### config.mk
export PLATFORM = sky130hd
export DESIGN_NAME = pll_reset_sequencer
export DESIGN_NICKNAME = d
export VERILOG_FILES = /design/src/rtl/pll_reset_sequencer_pkg.sv /design/src/rtl/pll_reset_sequencer_sync_filter.sv /design/src/rtl/pll_reset_sequencer.sv
export SDC_FILE = /design/constraint.sdc
export NUM_CORES = 1
export LEC_CHECK = 0
export ABC_AREA = 1
export CORE_AREA = 2 2 76 78
export DETAILED_ROUTE_END_ITERATION = 8
export DIE_AREA = 0 0 78 80
export PLACE_DENSITY_LB_ADDON = 0.1
export SLEW_MARGIN = 20
export SYNTH_ARGS = -nofsm -noshare
export SYNTH_HDL_FRONTEND = slang
export SYNTH_SLANG_ARGS = --single-unit
### constraint.sdc
create_clock -name clk -period 2 [get_ports clk]
set_input_delay 0.4 -clock clk [delete_from_list [all_inputs] [get_ports clk]]
set_output_delay 0.4 -clock clk [all_outputs]
set_load 0.1 [all_outputs]
### src/rtl/pll_reset_sequencer_pkg.sv
// pll_reset_sequencer_pkg: sequencer state encoding and default cycle counts.
package pll_reset_sequencer_pkg;
   typedef enum logic [1:0] {
      WAIT_LOCK = 2'd0,
      PERIPH    = 2'd1,
      RUN       = 2'd2,
      LOST      = 2'd3
   } seqState_t;
   localparam int DEF_LOCK_STABLE_CYCLES   = 1024;
   localparam int DEF_CORE_DELAY_CYCLES    = 16;
   localparam int DEF_BUTTON_FILTER_CYCLES = 4096;
   localparam int DEF_LOSS_CNT_WIDTH       = 8;
endpackage

### src/rtl/pll_reset_sequencer_sync_filter.sv
// pll_reset_sequencer_sync_filter: 2-flop synchronizer plus saturating stable-low detector.
module pll_reset_sequencer_sync_filter #(
   parameter int FILTER_CYCLES = 4096
) (
   input  logic clk,
   input  logic resetN,
   input  logic asyncIn,
   output logic lowStable
);
   localparam int CntW = $clog2(FILTER_CYCLES) < 1 ? 1 : $clog2(FILTER_CYCLES);
   localparam logic [CntW-1:0] CntMax = CntW'(FILTER_CYCLES - 1);
   logic meta, syncS;
   logic [CntW-1:0] lowCnt;
   always_ff @(posedge clk or negedge resetN)
      if (!resetN) begin
         meta   <= 1'b0;
         syncS  <= 1'b0;
         lowCnt <= '0;
      end else begin
         meta   <= asyncIn;
         syncS  <= meta;
         lowCnt <= syncS ? '0 : (lowCnt == CntMax ? lowCnt : lowCnt + 1'b1);
      end
   assign lowStable = lowCnt == CntMax;
endmodule

### src/rtl/pll_reset_sequencer.sv
// pll_reset_sequencer: turns PLL lock and the reset button into staged peripheral/core resets.
module pll_reset_sequencer
   import pll_reset_sequencer_pkg::*;
#(
   parameter int LOCK_STABLE_CYCLES   = DEF_LOCK_STABLE_CYCLES,
   parameter int CORE_DELAY_CYCLES    = DEF_CORE_DELAY_CYCLES,
   parameter int BUTTON_FILTER_CYCLES = DEF_BUTTON_FILTER_CYCLES,
   parameter int LOSS_CNT_WIDTH       = DEF_LOSS_CNT_WIDTH
) (
   input  logic                      clk,
   input  logic                      resetN,
   input  logic                      isLocked,
   input  logic                      extResetN,
   output logic                      periphResetN,
   output logic                      coreResetN,
   output logic                      sysReady,
   output logic [LOSS_CNT_WIDTH-1:0] lockLossCount
);
   localparam int CntW = $clog2(LOCK_STABLE_CYCLES > CORE_DELAY_CYCLES ? LOCK_STABLE_CYCLES : CORE_DELAY_CYCLES);
   localparam logic [CntW-1:0] StableMax = CntW'(LOCK_STABLE_CYCLES - 1);
   localparam logic [CntW-1:0] DelayMax  = CntW'(CORE_DELAY_CYCLES - 1);
   localparam logic [LOSS_CNT_WIDTH-1:0] LossMax = '1;
   seqState_t state, nextState;
   logic [CntW-1:0] cnt, cntNext;
   logic lockMeta, lockS, btnReq, lossEvent;
   pll_reset_sequencer_sync_filter #(.FILTER_CYCLES(BUTTON_FILTER_CYCLES)) u_btnFilter (
      .clk      (clk),
      .resetN   (resetN),
      .asyncIn  (extResetN),
      .lowStable(btnReq)
   );
   // One counter serves both the lock-stability wait and the core delay; it restarts on every state change.
   always_comb begin
      nextState = state;
      cntNext   = cnt;
      lossEvent = 1'b0;
      case (state)
         WAIT_LOCK: begin
            cntNext = !lockS ? '0 : (cnt == StableMax ? cnt : cnt + 1'b1);
            if (lockS && cnt == StableMax && !btnReq) nextState = PERIPH;
         end
         PERIPH, RUN: begin
            lossEvent = !lockS;
            cntNext   = state == PERIPH ? cnt + 1'b1 : cnt;
            if (!lockS || btnReq) nextState = LOST;
            else if (state == PERIPH && cnt == DelayMax) nextState = RUN;
         end
         default: nextState = WAIT_LOCK;
      endcase
      if (nextState != state) cntNext = '0;
   end
   // Outputs are decoded from the next state so they switch on the edge that enters each state.
   always_ff @(posedge clk or negedge resetN)
      if (!resetN) begin
         lockMeta      <= 1'b0;
         lockS         <= 1'b0;
         state         <= WAIT_LOCK;
         cnt           <= '0;
         periphResetN  <= 1'b0;
         coreResetN    <= 1'b0;
         sysReady      <= 1'b0;
         lockLossCount <= '0;
      end else begin
         lockMeta     <= isLocked;
         lockS        <= lockMeta;
         state        <= nextState;
         cnt          <= cntNext;
         periphResetN <= nextState == PERIPH || nextState == RUN;
         coreResetN   <= nextState == RUN;
         sysReady     <= nextState == RUN;
         if (lossEvent && lockLossCount != LossMax) lockLossCount <= lockLossCount + 1'b1;
      end
endmodule

==> Word level (Yosys, flattened, before mapping) <==
Cells that the tools add are included.
W data, S select, Z words.
{ "totals": {"ff_bits": 38, "latch_bits": 0, "mem_bits_rw": 0, "romBits": 0, "n_memories": 0} }
{ "classes": {"n_addsub": 3, "mul": 0, "div": 0, "magnitude_cmp": 0, "eq_ne": 12, "shift": 0, "n_mux": 12, "n_bitwise": 0, "reduce_logical": 12} }
{ "op_table": {"columns": ["op", "n"], "rows": [
  ["$mux W10", 4],
  ["$mux W12", 2],
  ["$pmux W10 S2", 1],
  ["$add A12 B1 Y12 const B", 1],
  ["$eq A12 B12 Y1 const B", 1],
  ["$add A10 B1 Y10 const B", 1],
  ["$eq A10 B10 Y1 const B", 1],
  ["$eq A10 B4 Y1 const B", 1],
  ["$add A8 B1 Y8 const B", 1],
  ["$ne A8 B8 Y1 const B", 1],
  ["$mux W2", 3],
  ["$eq A2 B1 Y1 const B", 2],
  ["$eq A2 B2 Y1 const B", 2],
  ["$logic_and A1 B1 Y1", 4],
  ["$ne A4 B4 Y1 const B", 1],
  ["$pmux W2 S2", 1],
  ["$ne A3 B3 Y1 const B", 1],
  ["$reduce_and A3 Y1", 1],
  ["$reduce_bool A3 Y1", 1],
  ["$logic_not A1 Y1", 2],
  ["$logic_not A2 Y1", 1],
  ["$logic_or A1 B1 Y1", 2],
  ["$ne A2 B1 Y1 const B", 1],
  ["$ne A2 B2 Y1", 1],
  ["2 further kinds", 2]
]} }

==> Depth between registers and ports, before layout <==
Gate-level depths: netlist of run 1.
{ "depth": {"word_depth": 8, "mapped_depth": 12, "depth_no_buf": 12} }

==> Hierarchy <==
A second synthesis of run 1 with hierarchy kept.
{ "unflattened": {"cells_unflattened": 294, "hier_area_um2": 2279.7} }
{ "modules_own_cells": {"columns": ["module", "instances", "cells_per_inst", "area_each_um2"], "rows": [
  ["pll_reset_sequencer", 1, 186, 1465.2],
  ["pll_reset_sequencer_sync_filter", 1, 108, 814.5]
]} }

==> Least setup slack after synthesis of run 1 <==
No wires, ideal clock.
{ "synth_path": {"kind": "register -> register", "from": "register lockLossCount[0]", "to": "register lockLossCount[1]", "setup_time_ns": 0.126, "t_arrival_ns": 2.161, "t_required_ns": 1.874, "setup_slack_ns": -0.287, "stages_incl_launch_ff": 7, "period_less_slack_ns": 2.287, "path_cell_list": "dfrtp_1 > ha_1 > nand3_1 > nor3_1 > nand3_1 > nand3_1 > mux2_2"} }
{ "synth_between": {"elab_chain_len": 2} }
{ "synth_rtl": {"columns": ["item", "line", "rtl"], "rows": [
  ["start, declared", "pll_reset_sequencer.sv:17", "output logic [LOSS_CNT_WIDTH-1:0] lockLossCount"],
  ["start signal, assigned", "pll_reset_sequencer.sv:71", "if (lossEvent && lockLossCount != LossMax) lockLossCount <= lockLossCount + 1'b1;"],
  ["parallel branches: the longest is 2 deep, another holds $add A8 B1 Y8", null, null]
]} }
Parallel ways; which one is timed is not known.
A chain may end at the register's enable or synchronous reset.

==> Final worst setup path of run 1 <==
{ "layout_path": {"from": "register state[0]", "to": "register cnt[0]"} }
{ "layout_between": {"elab_chain_len": 8} }
{ "layout_rtl": {"columns": ["item", "line", "rtl"], "rows": [
  ["start, declared", "pll_reset_sequencer.sv:23", "seqState_t state, nextState;"],
  ["start signal, assigned", "pll_reset_sequencer.sv:66", "state <= nextState;"],
  ["$eq A2 B1 Y1", "pll_reset_sequencer.sv:37, pll_reset_sequencer.sv:44, pll_reset_sequencer.sv:46", null],
  ["$logic_and A1 B1 Y1", "pll_reset_sequencer.sv:46", "else if (state == PERIPH && cnt == DelayMax) nextState = RUN;"],
  ["$mux W2", "pll_reset_sequencer.sv:46", null],
  ["$mux W2", "pll_reset_sequencer.sv:45", "if (!lockS || btnReq) nextState = LOST;"],
  ["$pmux W2 S2", "pll_reset_sequencer.sv:37", "case (state)"],
  ["$ne A2 B2 Y1", "pll_reset_sequencer.sv:50", "if (nextState != state) cntNext = '0;"],
  ["$ne A4 B4 Y1 (no line) (tied with other cells)", null, null],
  ["$reduce_and A3 Y1 (no line)", null, null],
  ["end signal, assigned", "pll_reset_sequencer.sv:67", "cnt <= cntNext;"],
  ["end, declared", "pll_reset_sequencer.sv:24", "logic [CntW-1:0] cnt, cntNext;"]
]} }
Several ways; a longest one is shown, not always the timed one.

==> results.sh, run 1 <==
export IMPL_drtIter0Drc=41
export IMPL_synth_most_common_cell="nand2_1"
export IMPL_tns_ns=0
export IMPL_synth_fp_nets=263
export IMPL_clock_skew_ns=0.008884
export IMPL_antenna_cells=0
export IMPL_clk_pin_slew_ns=0.08
export IMPL_rsz0062_at_grt="no"
export IMPL_cts_buffers=5
export IMPL_power_leakage_uw=0.001143
export IMPL_p_per_area_mw_per_mm2=626.6
export IMPL_r2r_end="cnt[0]"
export IMPL_crit_arrival_ns=2.04
export IMPL_io_pin_count=15
export IMPL_place_gp_congestion=0.7995
export IMPL_grt_max_degree=39
export IMPL_final_hold_viol_count=0
export IMPL_die_y_um=80
export IMPL_p_clk_share_pct=44.1
export IMPL_core_mm2=0.005405
export IMPL_cp_required_ns=2.21
export IMPL_rows=27
export IMPL_fin_crit_sh_pct=91.35
export IMPL_viasPerCell=4.678
export IMPL_synthCells=252
export IMPL_p_int_uw=1207
export IMPL_port_buffer_count=14
export IMPL_wl_per_cell_um=11.43
export IMPL_grt_ovfl_total=0
export IMPL_hpwl_mm=2.946
export IMPL_place_inst=337
export IMPL_die_x_um=78
export IMPL_synth_edff_count=0
export IMPL_startpoint="state[0]"
export IMPL_drv_cap=0
export IMPL_swShare_pct=20.53
export IMPL_syn_avg_cell_area_um2=8.252
export IMPL_fin_nets=286
export IMPL_wl_mm=3.977
export IMPL_hold_path_class="input pin to async pin"
export IMPL_drv_slew=0
export IMPL_setup_viol=0
export IMPL_critical_path_class="flop to flop"
export IMPL_timing_final_ws_setup_ns=0.1731
export IMPL_final_util_pct=44.84
export IMPL_worst_skew_pair_late_latency_ns=0.29
export IMPL_cts_tree="done"
export IMPL_ys_flop_type="dfrtp_1"
export IMPL_end_kind="flop"
export IMPL_vias=1628
export IMPL_yosysTopAreaCellShare_pct=45.73
export IMPL_synth_cell_area_mm2=0.002079
export IMPL_synth_cell_types=26
export IMPL_power_frac_seq_pct=52.3
export IMPL_h_tree_depth=2
export IMPL_yosys_warnings=0
export IMPL_grtUsageTotal_pct=14.05
export IMPL_status="complete, no violations"
export IMPL_yosysTopAreaCell="dfrtp_1"
export IMPL_start_util_pct=38.47
export IMPL_postRouteAntennaNets=0
export IMPL_r2r_cells=9
export IMPL_rr_startpoint="state[0]"
export IMPL_first_global_vias=1506
export IMPL_synth_seq_area_share_pct=45.73
export IMPL_drive_gt1_share_pct=19.20
export IMPL_period_needed_ns=1.827
export IMPL_synth_common_cells="nand2_1 (41), dfrtp_1 (38), inv_1 (37), nor2_1 (27), nand3_1 (21)"
export IMPL_power_frac_comb_pct=3.6
export IMPL_first_pass_iters=4
export IMPL_cp_start_kind="flop"
export IMPL_num_fill_cells=545
export IMPL_tightest_slew_ns=0.4796
export IMPL_fmax_mhz=547.4
export IMPL_r2r_setup_slack_ns=0.17
export IMPL_slew_headroom_pct=68.03
export IMPL_root_buffer="clkbuf_8"
export IMPL_area_growth_pct=16.55
export IMPL_die_area_mm2=0.006240
export IMPL_ys_async_sr_fraction_pct=100.0
export IMPL_yosys_top_cells_area="dfrtp_1 (46%), nand2_1 (7.4%), inv_1 (6.7%), nand3_1 (5.1%), nor2_1 (4.9%)"
export IMPL_vdd_drop_max_uv=261.0
export IMPL_critPathCapture="cnt[0]"
export IMPL_crit_fanout=11
export IMPL_ys_ff_latch=38
export IMPL_grt_pass1_wl_mm=6.893
export IMPL_fin_cells=348
export IMPL_switchingPower_uw=311.8
export IMPL_power_uw=1519
export IMPL_grt_antenna_before_repair=0
export IMPL_drc=0
export IMPL_clockBufferDepth=2
export IMPL_place_ws_ns=0.07337
export IMPL_cts_sinks=38
[routing by layer]
| layer | GRT usage, % | vias up | wire length (µm) |
|---|---|---|---|
| li1 | - | 858 | - |
| met1 | 18.08 | 757 | 1995 |
| met2 | 22.67 | 9 | 1875 |
| met3 | 3.733 | 4 | 62 |
| met4 | 5.263 | 0 | 44 |
| met5 | 0 | - | 0 |
[worst max-delay path, stage by stage (launching register included)]
cell and delay (ns):
dfrtp_1 0.42, inv_2 0.13, ha_2 0.33, o21ai_0 0.22, nand2_2 0.18, inv_2 0.15, nand3_1 0.08, o21ai_0 0.08
inv_1 0.05, a21oi_1 0.11
[state kept, by name, summed over array words and instances (netlist names)]
signal,flops
cnt,10
lockLossCount,8
lockMeta,1
lockS,1
periphResetN,1
state,2
sysReady,1
u_btnFilter.lowCnt,12
u_btnFilter.meta,1
u_btnFilter.syncS,1
[layout by cell type, fill, tap and decap left out, drive strengths merged, types with 5 or more instances in the layout]
cell type  Yosys  routed
nor2          32      32
nand3         23      23
nor3           5       5
nand2         51      51
o21ai         16      16
a21oi         19      19
dfrtp         38      38
inv           38      38
clkbuf         0       7
buf            2      16
ha             7       7
[timing repair]
| action | in CTS | in global routing |
|---|---|---|
| gates resized for setup | 0 | 4 |
| endpoints found under the setup margin | 0 | 5 |
| hold buffers | 0 | 0 |
| setup buffers | 0 | 3 |
[layout make-up]
type	count	area (µm²)	share of cell area (%)
clock buffer	7	86.33	3.562
clock inverter	1	30.03	1.239
inverter	39	146.4	6.040
multi-input combinational	173	974.7	40.22
sequential	38	958.4	39.55
tap	72	90.09	3.717
timing repair buffer	18	137.6	5.679
[cell families after synthesis]
kind of cell | count (synthesis) | share of synthesized area [%]
and+or+nand+nor | 115 | 27.38
muxes | 1 | 0.5415
adders and majority gates | 7 | 4.212
AOI/OAI and AO/OA | 43 | 11.43
DFF | 38 | 45.73
buffers and inverters | 41 | 7.761
xor gates and xnor gates | 7 | 2.948
[power groups by stage]
stage	registers, µW	clock network, µW	logic (µW)
after global placement	809	0	56.5
final	794	670	54.8
after floorplan	805	0	27.3
after detailed placement	809	0	56.5
after global routing	796	738	65.1
after CTS	794	695	56.9
[stage by stage]
step                      hold WS (ns)  area, µm²
after detailed placement        0.3356       2277
after CTS                       0.1703       2394
after global placement          0.3322       2277
after floorplan                 0.1044       2087
after global routing            0.1980       2424
final                           0.1471       2424
[worst min-delay path by stage]
| stage | cells past startpoint | start | slack [ns] | to |
|---|---|---|---|---|
| finish | 2 | resetN | 0.15 | u_btnFilter.lowCnt[10] |
| global route | 2 | resetN | 0.20 | u_btnFilter.lowCnt[7] |
| CTS | 2 | resetN | 0.17 | u_btnFilter.lowCnt[10] |
| detailed placement | 0 | u_btnFilter.meta | 0.34 | u_btnFilter.syncS |
| global placement | 0 | lockMeta | 0.33 | lockS |
| floorplan | 0 | resetN | 0.10 | cnt[0] |
Note: power is estimated with default switching activity, not from simulation.
==> inputs of run 2 (changes only) <==
--- a/config.mk
+++ b/config.mk
@@ -6,6 +6,7 @@
 export NUM_CORES = 1
 export LEC_CHECK = 0
 export ABC_AREA = 1
+export CAP_MARGIN = 20
 export CORE_AREA = 2 2 76 78
 export DETAILED_ROUTE_END_ITERATION = 8
 export DIE_AREA = 0 0 78 80
==> results of run 2 <==
No change in the layout: final DEF, timing and power equal those of run 1.
==> RTL change 1 (settings of run 1) <==
Set the package constant `DEF_BUTTON_FILTER_CYCLES` to 2048 (it was 4096).
--- a/src/rtl/pll_reset_sequencer_pkg.sv
+++ b/src/rtl/pll_reset_sequencer_pkg.sv
@@ -10,3 +10,3 @@
    localparam int DEF_CORE_DELAY_CYCLES    = 16;
-   localparam int DEF_BUTTON_FILTER_CYCLES = 4096;
+   localparam int DEF_BUTTON_FILTER_CYCLES = 2048;
    localparam int DEF_LOSS_CNT_WIDTH       = 8;
Formal check against the unedited RTL: same outputs for any inputs over 10 cycles, from zero or initial values and one cycle with resetN low; that may be too few to reach the edited logic, so the function may still have changed.
==> RTL change 1 against run 1 <==
  * Sequential power fell by 2%
  * Critical path depth rose by 1
  * Total power fell by 8.7%
  * Sequential cell count fell by 1
  * Routed wire length rose by 1.4%
  * Count of clock-buffer cells in the layout did not move
  * Design area rose by 2.0%
  * Non-clock buffer count rose by 3
  * Setup slack improved by 0.018 ns
  * Synthesized area rose by 2.0%
  * Critical path type unchanged
  * Largest power group unchanged
  * Highest routed layer unchanged
==> RTL change 1: results (changes against run 1) <==
Initial DRC Count - 36 (was 41)
Compound-gate portion of the synthesized area - 12.9% (was 11.4%)
Distinct cells, synth - 32 (was 26)
DP HPWL - 3030 microns (was 2950 microns)
Worst setup path category - flop to flop (unchanged)
# resized after CTS - 0 (unchanged)
Arrival @ worst endpoint - 2.00 ns (was 2.04 ns)
Syn. warnings - 0 (unchanged)
Final Skew - 0.00910 ns (was 0.00888 ns)
R2r worst-path depth - 10 (was 9)
R2R setup slack - 0.19 ns (was 0.17 ns)
Largest net degree at the start of global routing - 18 (was 39)
Nets - 288 (was 286)
Commonest cells post-synth - nand2_1 (46), dfrtp_1 (37), inv_1 (33) (was nand2_1 (41), dfrtp_1 (38), inv_1 (37))
XOR/XNOR Fraction of Synth Area - 3.72% (was 2.95%)
Reg2Reg Launch Point - cnt[1] (was state[0])
Clk_lat worst skew - 0.29 ns (about the same)
Congestion Overflow GR - 0 (unchanged)
All-Layer GR Usage - 14.8% (was 14.0%)
Share of cells above drive strength 1 - 23.7% (was 19.2%)
Drt pass-1 iters - 4 (unchanged)
Vias in the first global route - 1608 (was 1506)
Setup WS pre-CTS - 0.149 ns (was 0.0734 ns)
Top post-synthesis cells by area - dfrtp_1 (44%), nand2_1 (8.1%), inv_1 (5.8%), a21oi_2 (4.1%), ha_1 (4.1%) (was dfrtp_1 (46%), nand2_1 (7.4%), inv_1 (6.7%), nand3_1 (5.1%), nor2_1 (4.9%))
Measured slew at the worst slew-check pin - 0.427 ns (was 0.480 ns)
N_diodes - 0 (unchanged)
Top flop regs - u_btnFilter.lowCnt: 11 flops, cnt: 10 flops, lockLossCount: 8 flops (was u_btnFilter.lowCnt: 12 flops, cnt: 10 flops, lockLossCount: 8 flops)
Fillers - 549 (was 545)
CTS Root Cell - clkbuf_8 (unchanged)
Seq/Total Area, Yosys - 43.7% (was 45.7%)
Worst VDD drop - 318 uV (was 261 uV)
First-pass GRT wire length - 7260 microns (was 6890 microns)
Clk slew on worst S/H paths - 0.08 ns (about the same)
Outcome - finished, final reports clean (unchanged)
Asr flop ratio synth - 100% (unchanged)
Syn_nets - 262 (was 263)
Clk buf depth - 2 (unchanged)
RePlAce Congestion - 0.801 (was 0.800)
Multiplexer share of the synthesized area - 0% (was 0.542%)
Total Routed Length - 4030 microns (was 3980 microns)
Crit path max fanout - 4 (was 11)
Area after DPL - 0.00236 sq mm (was 0.00228 sq mm)
Hold Crit Class - input pin to asynchronous set/reset pin (unchanged)
Pleak - 1.12 nW (was 1.14 nW)
Post-Synth Adder-Cell Area - 4.13% (was 4.21%)
Worst r2r dst - periphResetN (was cnt[0])
Setup slack after layout - 0.191 ns (was 0.173 ns)
Vias per std cell - 4.73 (was 4.68)
## RTL change 1: cell families (layout without fill, tap and decap cells)
| family | Yosys count | in the layout |
|---|---|---|
| fa+ha+maj | 7 | 7 |
| compound gates | 44 | 44 |
| xor+xnor | 9 | 9 |
| buf+inv | 38 | 65 |
| flops | 37 | 37 |
| simple gates | 116 | 116 |
## RTL change 1: final cells by class
cell class / instances / area [sq um] / area share [%]
Clock inverter: 1 / 7.51 / 0.304
Multi-Input combinational cell: 176 / 1060 / 42.8
Tap cell: 72 / 90.1 / 3.65
Timing Repair Buffer: 21 / 160 / 6.48
Sequential cell: 37 / 933 / 37.8
Clock buffer: 7 / 86.3 / 3.49
Inverter: 36 / 135 / 5.47
## RTL change 1: per-stage QoR
| stage | util, % | instances | hold slack (ns) |
|---|---|---|---|
| floorplan | - | 251 | 0.104 |
| global placement | 43.7 | 342 | 0.333 |
| detailed placement | 43.7 | 342 | 0.338 |
| CTS | 45.4 | 350 | 0.0271 |
| global route | 45.7 | 350 | 0.0397 |
| finish | 45.7 | 350 | 0.0216 |
## RTL change 1: layer usage
| layer | vias up | GRT usage [%] | part of all wire, % |
|---|---|---|---|
| li1 | 871 | - | - |
| met1 | 764 | 18.7 | 49 |
| met2 | 18 | 24.3 | 47 |
| met3 | 4 | 3.39 | 2.4 |
| met4 | 0 | 6.32 | 1.7 |
| met5 | - | 0 | 0 |
## RTL change 1: where the power goes
part | internal [mW] | switching (mW)
sequential | 0.761 | 0.0149
combinational | 0.0253 | 0.0406
clock | 0.280 | 0.264
## RTL change 1: critical path, stage by stage (launching register included)
cell and delay, ns:
dfrtp_1 0.42, ha_1 0.25, nand4_2 0.18, nor2_2 0.16
nand3_2 0.09, nand2_1 0.07, nand2_1 0.08, nand2_4 0.09
nand2_4 0.07, ha_1 0.28, inv_1 0.03
==> RTL change 2 (settings of run 1) <==
Made on the original files. Register the output `lockLossCount` once more, cleared by the reset; this adds one clock of latency there. The other outputs are not delayed to match.
--- a/src/rtl/pll_reset_sequencer.sv
+++ b/src/rtl/pll_reset_sequencer.sv
@@ -22,2 +22,4 @@
    localparam logic [LOSS_CNT_WIDTH-1:0] LossMax = '1;
+
+   logic [LOSS_CNT_WIDTH-1:0] lockLossCount_s0;
    seqState_t state, nextState;
@@ -61,3 +63,3 @@
          sysReady      <= 1'b0;
-         lockLossCount <= '0;
+         lockLossCount_s0 <= '0;
       end else begin
@@ -70,4 +72,12 @@
          sysReady     <= nextState == RUN;
-         if (lossEvent && lockLossCount != LossMax) lockLossCount <= lockLossCount + 1'b1;
+         if (lossEvent && lockLossCount_s0 != LossMax) lockLossCount_s0 <= lockLossCount_s0 + 1'b1;
       end
+   always_ff @(posedge clk or negedge resetN) begin
+      if (!resetN) begin
+         lockLossCount <= '0;
+      end else begin
+         lockLossCount <= lockLossCount_s0;
+      end
+   end
+
 endmodule
Function: no difference found for any inputs over 10 cycles, from zero or initial values and one cycle with resetN low; that may be too few to reach the edited logic, so the function may still have changed.
==> RTL change 2 against run 1 <==
  * Sequential cell count is 8 higher
  * Total power grew 4.9%
  * Setup slack lost 0.021 ns
  * Utilization is 4.3 points higher
  * Synthesized area is 12% higher
  * Design area grew 9.6%
  * Critical path depth is 3 higher
  * Clock skew fell by 0.0035 ns
  * Routed wire length up 1.6%
  * Critical path type unchanged
  * Critical endpoint is now periphResetN
==> RTL change 2: results (changes against run 1) <==
Outcome - finished, final reports clean (unchanged)
Achievable clock frequency - 541 MHz (was 547 MHz)
Multiplexer share of the synthesized area - 0% (was 0.542%)
WL met1 - 1990 microns (was 2000 microns)
Part of the power in the clock network - 36.0% (was 44.1%)
All-Layer GR Usage - 15.4% (was 14.0%)
Area after DPL - 0.00255 sq mm (was 0.00228 sq mm)
Largest net degree at the start of global routing - 24 (was 39)
Share of cells above drive strength 1 - 22.2% (was 19.2%)
Via count - 1724 (was 1628)
Top flop regs - u_btnFilter.lowCnt: 12 flops, cnt: 10 flops (was u_btnFilter.lowCnt: 12 flops, cnt: 10 flops, lockLossCount: 8 flops)
Top post-synthesis cells by area - dfrtp_1 (49%), nand2_1 (7.5%), inv_1 (5.1%), ha_1 (4.3%), nand3_1 (4.3%) (was dfrtp_1 (46%), nand2_1 (7.4%), inv_1 (6.7%), nand3_1 (5.1%), nor2_1 (4.9%))
DP HPWL - 3010 microns (was 2950 microns)
Reg2Reg Launch Point - cnt[0] (was state[0])
Vias per std cell - 4.79 (was 4.68)
GRT met3 Usage - 4.41% (was 3.73%)
Commonest cells post-synth - nand2_1 (47), dfrtp_1 (46), inv_1 (32) (was nand2_1 (41), dfrtp_1 (38), inv_1 (37))
Pleak - 1.24 nW (was 1.14 nW)
R2R setup slack - 0.15 ns (was 0.17 ns)
# resized after CTS - 0 (unchanged)
Seq pwr share - 60.0% (was 52.3%)
Final Skew - 0.00541 ns (was 0.00888 ns)
Placed insts - 352 (was 337)
Psw - 0.381 mW (was 0.312 mW)
Synthesized area per cell - 8.86 sq um (was 8.25 sq um)
Setup WS pre-CTS - 0.143 ns (was 0.0734 ns)
Worst VDD drop - 317 uV (was 261 uV)
Post-Synth Adder-Cell Area - 4.28% (was 4.21%)
Total Routed Length - 4040 microns (was 3980 microns)
Distinct cells, synth - 31 (was 26)
Relative slew slack - 66.3% (was 68.0%)
CP delay by family, top - simple AND/OR/NAND/NOR gates (was flip-flops)
Routed met3 length - 153 microns (was 62 microns)
Reg with most FFs - u_btnFilter.lowCnt (unchanged)
Met2 Use GR - 23.7% (was 22.7%)
Compound-gate portion of the synthesized area - 6.63% (was 11.4%)
XOR/XNOR Fraction of Synth Area - 3.00% (was 2.95%)
Worst Setup EP - periphResetN (was cnt[0])
CTS H-tree depth - 2 (unchanged)
Met2 Wirelength - 1840 microns (was 1880 microns)
M1 GR Usage - 20.9% (was 18.1%)
Nets - 299 (was 286)
Clk buf depth - 2 (unchanged)
Crit path max fanout - 6 (was 11)
Initial DRC Count - 75 (was 41)
Syn_nets - 276 (was 263)
First-pass GRT wire length - 7500 microns (was 6890 microns)
Seq/Total Area, Yosys - 49.2% (was 45.7%)
R2r worst-path depth - 12 (was 9)
Slowest stage cell, crit path - dfrtp_2 (was dfrtp_1)
RePlAce Congestion - 0.863 (was 0.800)
-- RTL change 2: final cells by class --
type / count / area [sq um]
Fill cell: 536 / 2750
Multi-Input combinational cell: 178 / 1040
Clock inverter: 3 / 21.3
Inverter: 38 / 145
Clock buffer: 5 / 68.8
Tap cell: 72 / 90.1
Timing Repair Buffer: 18 / 138
Sequential cell: 46 / 1150
-- RTL change 2: worst min path at each step --
stage,depth (start not counted),startpoint,slack [ns],endpoint
floorplan,0,resetN,0.10,cnt[0]
global placement,0,u_btnFilter.meta,0.33,u_btnFilter.syncS
detailed placement,0,u_btnFilter.meta,0.34,u_btnFilter.syncS
CTS,1,resetN,0.06,lockLossCount[2]
global route,1,resetN,0.09,u_btnFilter.lowCnt[11]
finish,1,resetN,0.06,u_btnFilter.lowCnt[11]
-- RTL change 2: through the flow --
stage	util, %	power [mW]
2_1_floorplan	-	1.00
3_3_place_gp	47.1	1.04
3_5_place_dp	47.1	1.04
4_1_cts	48.8	1.63
5_1_grt	49.1	1.68
6_report	49.1	1.59
